### src/rtl/instr_fetch_unit.sv
// Fetch unit: issues PC to instruction memory over req/ack and buffers words toward decode.
// Optional FETCH_ALIGN_CHECK_EN: misaligned PC pushes a flagged entry and stalls until redirect.
module instr_fetch_unit #(
    parameter int DEPTH = 2,
    parameter int AW    = 32,
    parameter int DW    = 32
) (
    input  logic          clk,
    input  logic          rst_n,
    input  logic [AW-1:0] pc_addr,
    output logic          inc_pc,
    input  logic          redirect,
    output logic          mem_req,
    output logic [AW-1:0] mem_addr,
    input  logic          mem_ack,
    input  logic [DW-1:0] mem_rdata,
    output logic          instr_valid,
    output logic [DW-1:0] instr,
    output logic [AW-1:0] instr_pc,
    input  logic          instr_ready,
    output logic          instr_err
);

    localparam int PW = (DEPTH > 1) ? $clog2(DEPTH) : 1;
    localparam int CW = PW + 1;

    typedef enum logic [1:0] {
        IDLE,
        REQ,
        DRAIN
    } state_t;

    state_t state;

    logic [DW-1:0] buf_instr [DEPTH];
    logic [AW-1:0] buf_pc    [DEPTH];
    logic [PW-1:0] rd_ptr;
    logic [PW-1:0] wr_ptr;
    logic [CW-1:0] count;
    logic [CW-1:0] count_nxt;

    logic          ack_ok;
    logic          push;
    logic          pop;
    logic [DW-1:0] push_instr;
    logic [AW-1:0] push_pc;
    logic          slot_free;
    logic          slot_after;

    assign ack_ok      = (state == REQ) && mem_ack && !redirect;
    assign inc_pc      = ack_ok;
    assign instr_valid = (count != '0);
    assign pop         = instr_valid && instr_ready && !redirect;
    assign count_nxt   = count + {{PW{1'b0}}, push} - {{PW{1'b0}}, pop};
    assign slot_free   = count < CW'(DEPTH);
    assign slot_after  = count_nxt < CW'(DEPTH);

    assign instr    = buf_instr[rd_ptr];
    assign instr_pc = buf_pc[rd_ptr];

`ifdef FETCH_ALIGN_CHECK_EN
    logic halt;
    logic mis_push;
    logic buf_err [DEPTH];

    // A misaligned fetch never reaches memory; it becomes a flagged entry instead.
    assign mis_push   = (state == IDLE) && !halt && !redirect
                      && slot_free && (pc_addr[1:0] != 2'b00);
    assign push       = ack_ok || mis_push;
    assign push_instr = mis_push ? '0 : mem_rdata;
    assign push_pc    = mis_push ? pc_addr : mem_addr;
    assign instr_err  = buf_err[rd_ptr];
`else
    assign push       = ack_ok;
    assign push_instr = mem_rdata;
    assign push_pc    = mem_addr;
    assign instr_err  = 1'b0;
`endif

    always_ff @(posedge clk or negedge rst_n) begin
        if (!rst_n) begin
            rd_ptr <= '0;
            wr_ptr <= '0;
            count  <= '0;
            for (int i = 0; i < DEPTH; i++) begin
                buf_instr[i] <= '0;
                buf_pc[i]    <= '0;
`ifdef FETCH_ALIGN_CHECK_EN
                buf_err[i]   <= 1'b0;
`endif
            end
        end else if (redirect) begin
            rd_ptr <= '0;
            wr_ptr <= '0;
            count  <= '0;
        end else begin
            if (push) begin
                buf_instr[wr_ptr] <= push_instr;
                buf_pc[wr_ptr]    <= push_pc;
`ifdef FETCH_ALIGN_CHECK_EN
                buf_err[wr_ptr]   <= mis_push;
`endif
                wr_ptr <= wr_ptr + PW'(1);
            end
            if (pop) begin
                rd_ptr <= rd_ptr + PW'(1);
            end
            count <= count_nxt;
        end
    end

    always_ff @(posedge clk or negedge rst_n) begin
        if (!rst_n) begin
            state    <= IDLE;
            mem_req  <= 1'b0;
            mem_addr <= '0;
`ifdef FETCH_ALIGN_CHECK_EN
            halt     <= 1'b0;
`endif
        end else begin
`ifdef FETCH_ALIGN_CHECK_EN
            if (redirect) begin
                halt <= 1'b0;
            end else if (mis_push) begin
                halt <= 1'b1;
            end
`endif
            case (state)
                IDLE: begin
`ifdef FETCH_ALIGN_CHECK_EN
                    if (!redirect && slot_free && !halt && !mis_push) begin
`else
                    if (!redirect && slot_free) begin
`endif
                        state    <= REQ;
                        mem_req  <= 1'b1;
                        mem_addr <= pc_addr;
                    end
                end
                REQ: begin
                    if (redirect) begin
                        // In-flight response must still be absorbed before refetching.
                        if (mem_ack) begin
                            state   <= IDLE;
                            mem_req <= 1'b0;
                        end else begin
                            state <= DRAIN;
                        end
                    end else if (mem_ack) begin
                        if (slot_after) begin
                            mem_addr <= pc_addr + AW'(4);
                        end else begin
                            state   <= IDLE;
                            mem_req <= 1'b0;
                        end
                    end
                end
                DRAIN: begin
                    if (mem_ack) begin
                        state   <= IDLE;
                        mem_req <= 1'b0;
                    end
                end
                default: begin
                    state   <= IDLE;
                    mem_req <= 1'b0;
                end
            endcase
        end
    end

endmodule

### config.mk
export PLATFORM = sky130hd
export DESIGN_NAME = instr_fetch_unit
export DESIGN_NICKNAME = d
export VERILOG_FILES = /design/src/rtl/instr_fetch_unit.sv
export SDC_FILE = /design/constraint.sdc
export NUM_CORES = 1
export LEC_CHECK = 0
export BUFFER_PORTS_ARGS = -buffer_cell sky130_fd_sc_hd__clkbuf_2
export CAP_MARGIN = 10
export CELL_PAD_IN_SITES_DETAIL_PLACEMENT = 0
export CELL_PAD_IN_SITES_GLOBAL_PLACEMENT = 1
export CORE_AREA = 2 2 153 155
export CTS_CLUSTER_SIZE = 10
export DETAILED_ROUTE_END_ITERATION = 7
export DIE_AREA = 0 0 155 157
export GPL_ROUTABILITY_DRIVEN = 0
export GPL_TIMING_DRIVEN = 0
export PLACE_DENSITY = 0.67
export SLEW_MARGIN = 5
export SYNTH_ARGS = -nofsm -noshare
export SYNTH_HDL_FRONTEND = slang
export SYNTH_SLANG_ARGS = --single-unit
### constraint.sdc
create_clock -name clk -period 6.2 [get_ports clk]
set_clock_uncertainty 0.1 [all_clocks]
set_input_delay 0.62 -clock clk [delete_from_list [all_inputs] [get_ports clk]]
set_output_delay 0.62 -clock clk [all_outputs]
set_load 0.01 [all_outputs]
=== Yosys cells after proc, flatten, opt, wreduce, memory -nomap -nowiden ===
Index checks and enable logic that the tools add are counted.

* Flip-flop bits (word level): 167
* Input port bits: 69
* Output and inout bits: 100
* Logic and storage cells: 81

* Add/sub/neg operators: 5
* Order comparisons: 5
* Eq/ne operators: 9
* Multiplexer cells: 33
* Bitwise operators: 3
* Reduce and logical (&&, ||, !) cells: 16

{| class="wikitable"
|+ Operator list
! operator !! count
|-
| $mux W32 || 11
|-
| $bwmux W64 || 2
|-
| $pmux W32 S2 || 1
|-
| $add A32 B3 Y32 const B || 1
|-
| $demux W32 S1 || 1
|-
| $mux W2 || 7
|-
| $ne A2 B2 Y1 const B || 5
|-
| $mux W1 || 9
|-
| $reduce_bool A2 Y1 || 4
|-
| $logic_and A1 B1 Y1 || 6
|-
| $ne A3 B3 Y1 const B || 2
|-
| $pmux W2 S3 || 1
|-
| $reduce_and A5 Y1 || 1
|-
| $ge A2 B2 Y1 const B || 2
|-
| $lt A2 B2 Y1 const B || 2
|-
| $not A1 Y2 || 2
|-
| $reduce_and A4 Y1 || 1
|-
| $pmux W1 S3 || 1
|-
| $reduce_and A3 Y1 || 1
|-
| $add A1 B1 Y1 const B || 2
|-
| $add A2 B1 Y2 || 1
|-
| $eq A2 B1 Y1 const B || 1
|-
| $eq A2 B2 Y1 const B || 1
|-
| $logic_not A2 Y1 || 1
|-
| 5 further kinds || 5
|}

=== Longest topological paths before layout ===
* Depth after elaboration: 10
* Gate-level depth with buffers: 14
* Depth with buffers taken out: 10

=== Worst setup path after synthesis ===
Ideal clock, no wire load.

* Kind: register to register
* From: register count[1]
* To: register mem_addr[6]
* Arrival: 2.759 ns
* Data required time: 5.975 ns
* Path slack: 3.216 ns
* Stages on the path, launching flop included: 13
* Buffers on the path: 2
* Path through: dfrtp_1 > or2_2 > nand2_1 > nor2_1 > ha_1 > inv_1 > ha_1 > xnor2_1 > nor4b_2 > or2_1 > buf_2 > buf_6 > mux2_2

* Cells in the longest elaborated chain, start to end: 7
* Elaborated cells on any way between the ends: 11
* Classes of those cells: add/sub: 2; order compare: 2; eq/ne: 2; reduce/logical: 5

{| class="wikitable"
|+ RTL lines
! what !! line !! text
|-
| from (decl) || 39 || <nowiki>logic [CW-1:0] count;</nowiki>
|-
| from (signal assigned) || 108 || <nowiki>count <= count_nxt;</nowiki>
|-
| $reduce_bool A2 Y1 || 52 || <nowiki>assign instr_valid = (count != '0);</nowiki>
|-
| net instr_valid || 17 || <nowiki>output logic instr_valid,</nowiki>
|-
| $logic_and A1 B1 Y1 (2 in a row) || 53 || <nowiki>assign pop = instr_valid && instr_ready && !redirect;</nowiki>
|-
| $sub A2 B1 Y2 || 54 || <nowiki>assign count_nxt = count + {{PW{1'b0}}, push} - {{PW{1'b0}}, pop};</nowiki>
|-
| $lt A2 B2 Y1 || 56 || <nowiki>assign slot_after = count_nxt < CW'(DEPTH);</nowiki>
|-
| $ne A2 B2 Y1 (no line) || -- ||
|-
| $reduce_and A5 Y1 (no line) || -- ||
|-
| to (signal assigned) || 137 || <nowiki>mem_addr <= pc_addr;</nowiki>
|-
| to (signal assigned) || 151 || <nowiki>mem_addr <= pc_addr + AW'(4);</nowiki>
|-
| to (decl) || 14 || <nowiki>output logic [AW-1:0] mem_addr,</nowiki>
|}

The timed path passes the listed nets, and every way through them passes these cells.
A chain may end at the register's enable or synchronous reset.

=== Worst setup path after layout ===
* From: register count[1]
* To: register mem_addr[22]

* Cells in the longest elaborated chain, start to end: 7
* Elaborated cells on any way between the ends: 11
* Classes of those cells: add/sub: 2; order compare: 2; eq/ne: 2; reduce/logical: 5

{| class="wikitable"
|+ RTL lines
! what
|-
| parallel branches: the longest is 6 deep, another holds $add A2 B1 Y2
|-
| $reduce_and A5 Y1 (no line) (*)
|}

Mark *: on every way between the ends.

==> impl_summary.log <==
INFO  metric average_wire_per_cell_in_the_routed_design = 17.84 um
INFO  metric crit_fanout = 10
INFO  metric rows = 55
INFO  metric number_of_warnings_issued_by_yosys = 0
INFO  metric first_global_vias = 5452
INFO  metric setup-violations-final = 0
INFO  metric synth_adder_area_share = 0.004825
INFO  metric numCtsBuffers = 17
INFO  metric setup.worst_path.class = flop to flop
INFO  metric nFillCells = 2177
INFO  metric antenna_left = 0
INFO  metric place.port_buffers = 167
INFO  metric final.min_clock_period = 3.580 ns
INFO  metric cpPeakStageDelay = 0.72 ns
INFO  metric leading_cell_type_in_the_layout_fill_and_taps_excluded = sky130_fd_sc_hd__mux2_2
INFO  metric dp.final_hpwl = 13690 um
INFO  metric busiest_layer = met2
INFO  metric dpl_worst_slack = 2.533 ns
INFO  metric async_flop_share = 1.000
INFO  metric detail_route.iter0.violations = 181
INFO  metric synth_instances = 592
INFO  metric drv_cap = 0
INFO  metric timing.final.ws_setup = 2.620 ns
INFO  metric post_cts_buffers = 0
INFO  metric detailroute.via_count = 5378
INFO  metric chipHeight = 157 um
INFO  metric synthXorXnorAreaFrac = 0.01914
INFO  metric path_cells = or2_2, nand2_1, nor2_1, ha_1, inv_1, ha_1, xnor2_1, nor4b_2, or2_1, buf_2, buf_6, buf_2, a31oi_1
INFO  metric diodes = 0
INFO  metric worst_slew_pin_slew = 1.225 ns
INFO  metric worst_setup_path_end_kind = flop
INFO  metric final.period_utilization = 0.5774
INFO  metric power_density = 409.7 nW/um2
INFO  metric synth_compound_gate_area_share = 0.03908
INFO  metric clk_pin_slew = 0.07 ns
INFO  metric postSynthRegisterBits = 167
INFO  metric syn-mean-instance-area = 13.14 um2
INFO  metric clock.fmax = 279.3 MHz
INFO  metric number_of_synthesized_flops_with_an_enable_pin = 0
INFO  metric drive_gt1_frac = 0.5303
INFO  metric final-instance-count-excl-fill = 1077
INFO  metric place_inst = 1045
INFO  metric mappedNetlistNets = 664
INFO  metric tritoncts = done
INFO  metric vdd_ir_drop_max = 0.0001670 V
INFO  metric timing.critical_path.arrival = 3.77 ns
INFO  metric core_region_area = 22500 um2
INFO  metric status = finished clean
INFO  metric worst-endpoint-required = 6.39 ns
INFO  metric timing_max_transition_violations_final = 0
INFO  metric met1_usage = 0.2178
INFO  metric grt_setup_unrepaired = false
INFO  metric drc = 0
INFO  metric grt_pass1_wl = 30460 um
INFO  metric grt-ovfl-total = 0
INFO  metric cts_root_buffer = sky130_fd_sc_hd__clkbuf_16
INFO  metric first_pass_iters = 4
INFO  metric final.setup.tns = 0 ns
INFO  metric layout-area-overhead-vs-synth = 22.87%
INFO  metric worstSkewPairLatency = 0.42 ns
INFO  metric maxSlewHeadroom = 0.1786
INFO  metric post_cts.resized_instances = 0
INFO  metric synth-seq-area-share = 0.5372
INFO  metric synthMuxAreaShare = 0.2893
INFO  metric cpMaxStageDelayCell = sky130_fd_sc_hd__nor4b_2
INFO  metric static-leakage-power = 0.004254 uW
INFO  metric hold_path_class = input port to async pin
INFO  metric yosys.area_share.simple = 0.08395
INFO  metric synth_flop_cell = sky130_fd_sc_hd__dfrtp_1
INFO  metric tritoncts_num_sinks = 167
INFO  metric grt_util_all_layers = 0.1615
INFO  metric synth_cell_types = 42
INFO  metric gr-usage-met2 = 0.2626
INFO  metric number_of_antenna_violations_at_the_first_check_in_global_routing = 0
INFO  metric maximum_number_of_pins_on_one_net_before_global_route_repair = 99
INFO  metric synth_top_family_by_area = multiplexers
INFO  metric max-clock-path-buffers = 2
INFO  metric finish.net_count = 851
INFO  metric drt_wl_total = 19210 um
INFO  metric die_outline_area = 24340 um2
INFO  metric clock_tree.htree_level_count = 4
INFO  metric initial_core_util = 0.3457
INFO  metric hold_viol = 0
INFO  metric via_per_inst = 4.994
INFO  metric crit_path_start_kind = flop
INFO  metric mappedNetlistArea = 7780 um2
INFO  metric use_met3 = 0.03442
INFO  metric holdBufCountCts = 0
INFO  metric die_x = 155 um
INFO  metric pin_count = 169
INFO  metric most-common-layout-cells = sky130_fd_sc_hd__mux2_2 (199), sky130_fd_sc_hd__dfrtp_1 (167), sky130_fd_sc_hd__clkbuf_2 (166)
[critical path: cells and delay by family, from the launching register on]
family / cells / cell delay [ns]
simple gates: 5 / 1.40
buf+inv: 4 / 0.70
fa+ha+maj: 2 / 0.46
flops: 1 / 0.42
xor+xnor: 1 / 0.23
compound gates: 1 / 0.12
[final cells by class]
type                    instances  area, um2  area share
clock buffers                  20      456.7     0.04777
multi-input cells             379       3398      0.3555
well taps                     285      356.6     0.03730
plain buffers                  37      168.9     0.01767
inverters                       9      33.78    0.003534
repair buffers                168      872.1     0.09123
flip-flops and latches        167       4179      0.4372
clock inverters                12      93.84    0.009817
[flip-flops by register name (all words and copies together) (netlist names)]
register / flops
mem_req: 1
mem_addr: 32
rd_ptr: 1
buf_instr: 64
state: 2
wr_ptr: 1
buf_pc: 64
count: 2
[synthesized netlist by cell type (6+ instances only)]
cell	number	area, um2
sky130_fd_sc_hd__dfrtp_1	167	4179
sky130_fd_sc_hd__o31ai_1	13	97.59
sky130_fd_sc_hd__buf_2	9	45.04
sky130_fd_sc_hd__clkbuf_1	22	82.58
sky130_fd_sc_hd__xnor2_1	14	122.6
sky130_fd_sc_hd__nand3_1	12	60.06
sky130_fd_sc_hd__mux2_2	199	2241
sky130_fd_sc_hd__nor4_1	6	37.54
sky130_fd_sc_hd__a21oi_1	12	60.06
sky130_fd_sc_hd__inv_1	9	33.78
sky130_fd_sc_hd__or4_1	15	112.6
sky130_fd_sc_hd__a31oi_1	16	100.1
sky130_fd_sc_hd__nor3_1	27	135.1
sky130_fd_sc_hd__nand2_1	13	48.80
sky130_fd_sc_hd__nor2_1	10	37.54
[metrics by stage]
step                hold WS (ns)  utilization  area (um2)  total power (uW)
floorplan                 0.2244            -        7780              2465
global placement          0.3808       0.3987        8972              2934
detailed placement        0.3867       0.4003        9009              2966
CTS                       0.2170       0.4248        9559              3986
global route              0.2457       0.4248        9559              4185
finish                    0.1940       0.4248        9559              3917
[routing by layer]
| layer | vias up | share of wire |
|---|---|---|
| li1 | 2556 | - |
| met1 | 2671 | 0.48 |
| met2 | 129 | 0.47 |
| met3 | 22 | 0.038 |
| met4 | 0 | 0.015 |
| met5 | - | 0 |
[path summary, 6_finish.rpt]
path                            slack [ns]  cells after the start             to  startpoint
worst max register to register        2.62                     13   mem_addr[22]    count[1]
worst min-delay path                  0.19                      1  buf_instr[38]       rst_n
worst min register to register        0.40                      1      buf_pc[3]   buf_pc[3]
worst max-delay path                  2.62                     13   mem_addr[22]    count[1]
min in group clk                      0.33                      2    mem_addr[1]  pc_addr[1]
max in group asynchronous             4.97                      2   mem_addr[19]       rst_n
[power breakdown]
group | leakage [uW] | switching, uW | total (uW) | internal [uW]
registers | 0.00203 | 222 | 1720 | 1490
clock network | 0.000252 | 458 | 997 | 539
logic | 0.00198 | 538 | 1200 | 667
[logic make-up (layout without fill, tap and decap cells)]
| kind of cell | count (synthesis) | count (layout) |
|---|---|---|
| adders and majority gates | 3 | 3 |
| and+or+nand+nor | 110 | 110 |
| DFF | 167 | 167 |
| other | 1 | 1 |
| buffers and inverters | 46 | 246 |
| xor gates and xnor gates | 17 | 17 |
| AOI/OAI and AO/OA | 48 | 48 |
| muxes | 200 | 200 |
Power figures use the tool's default switching activity.
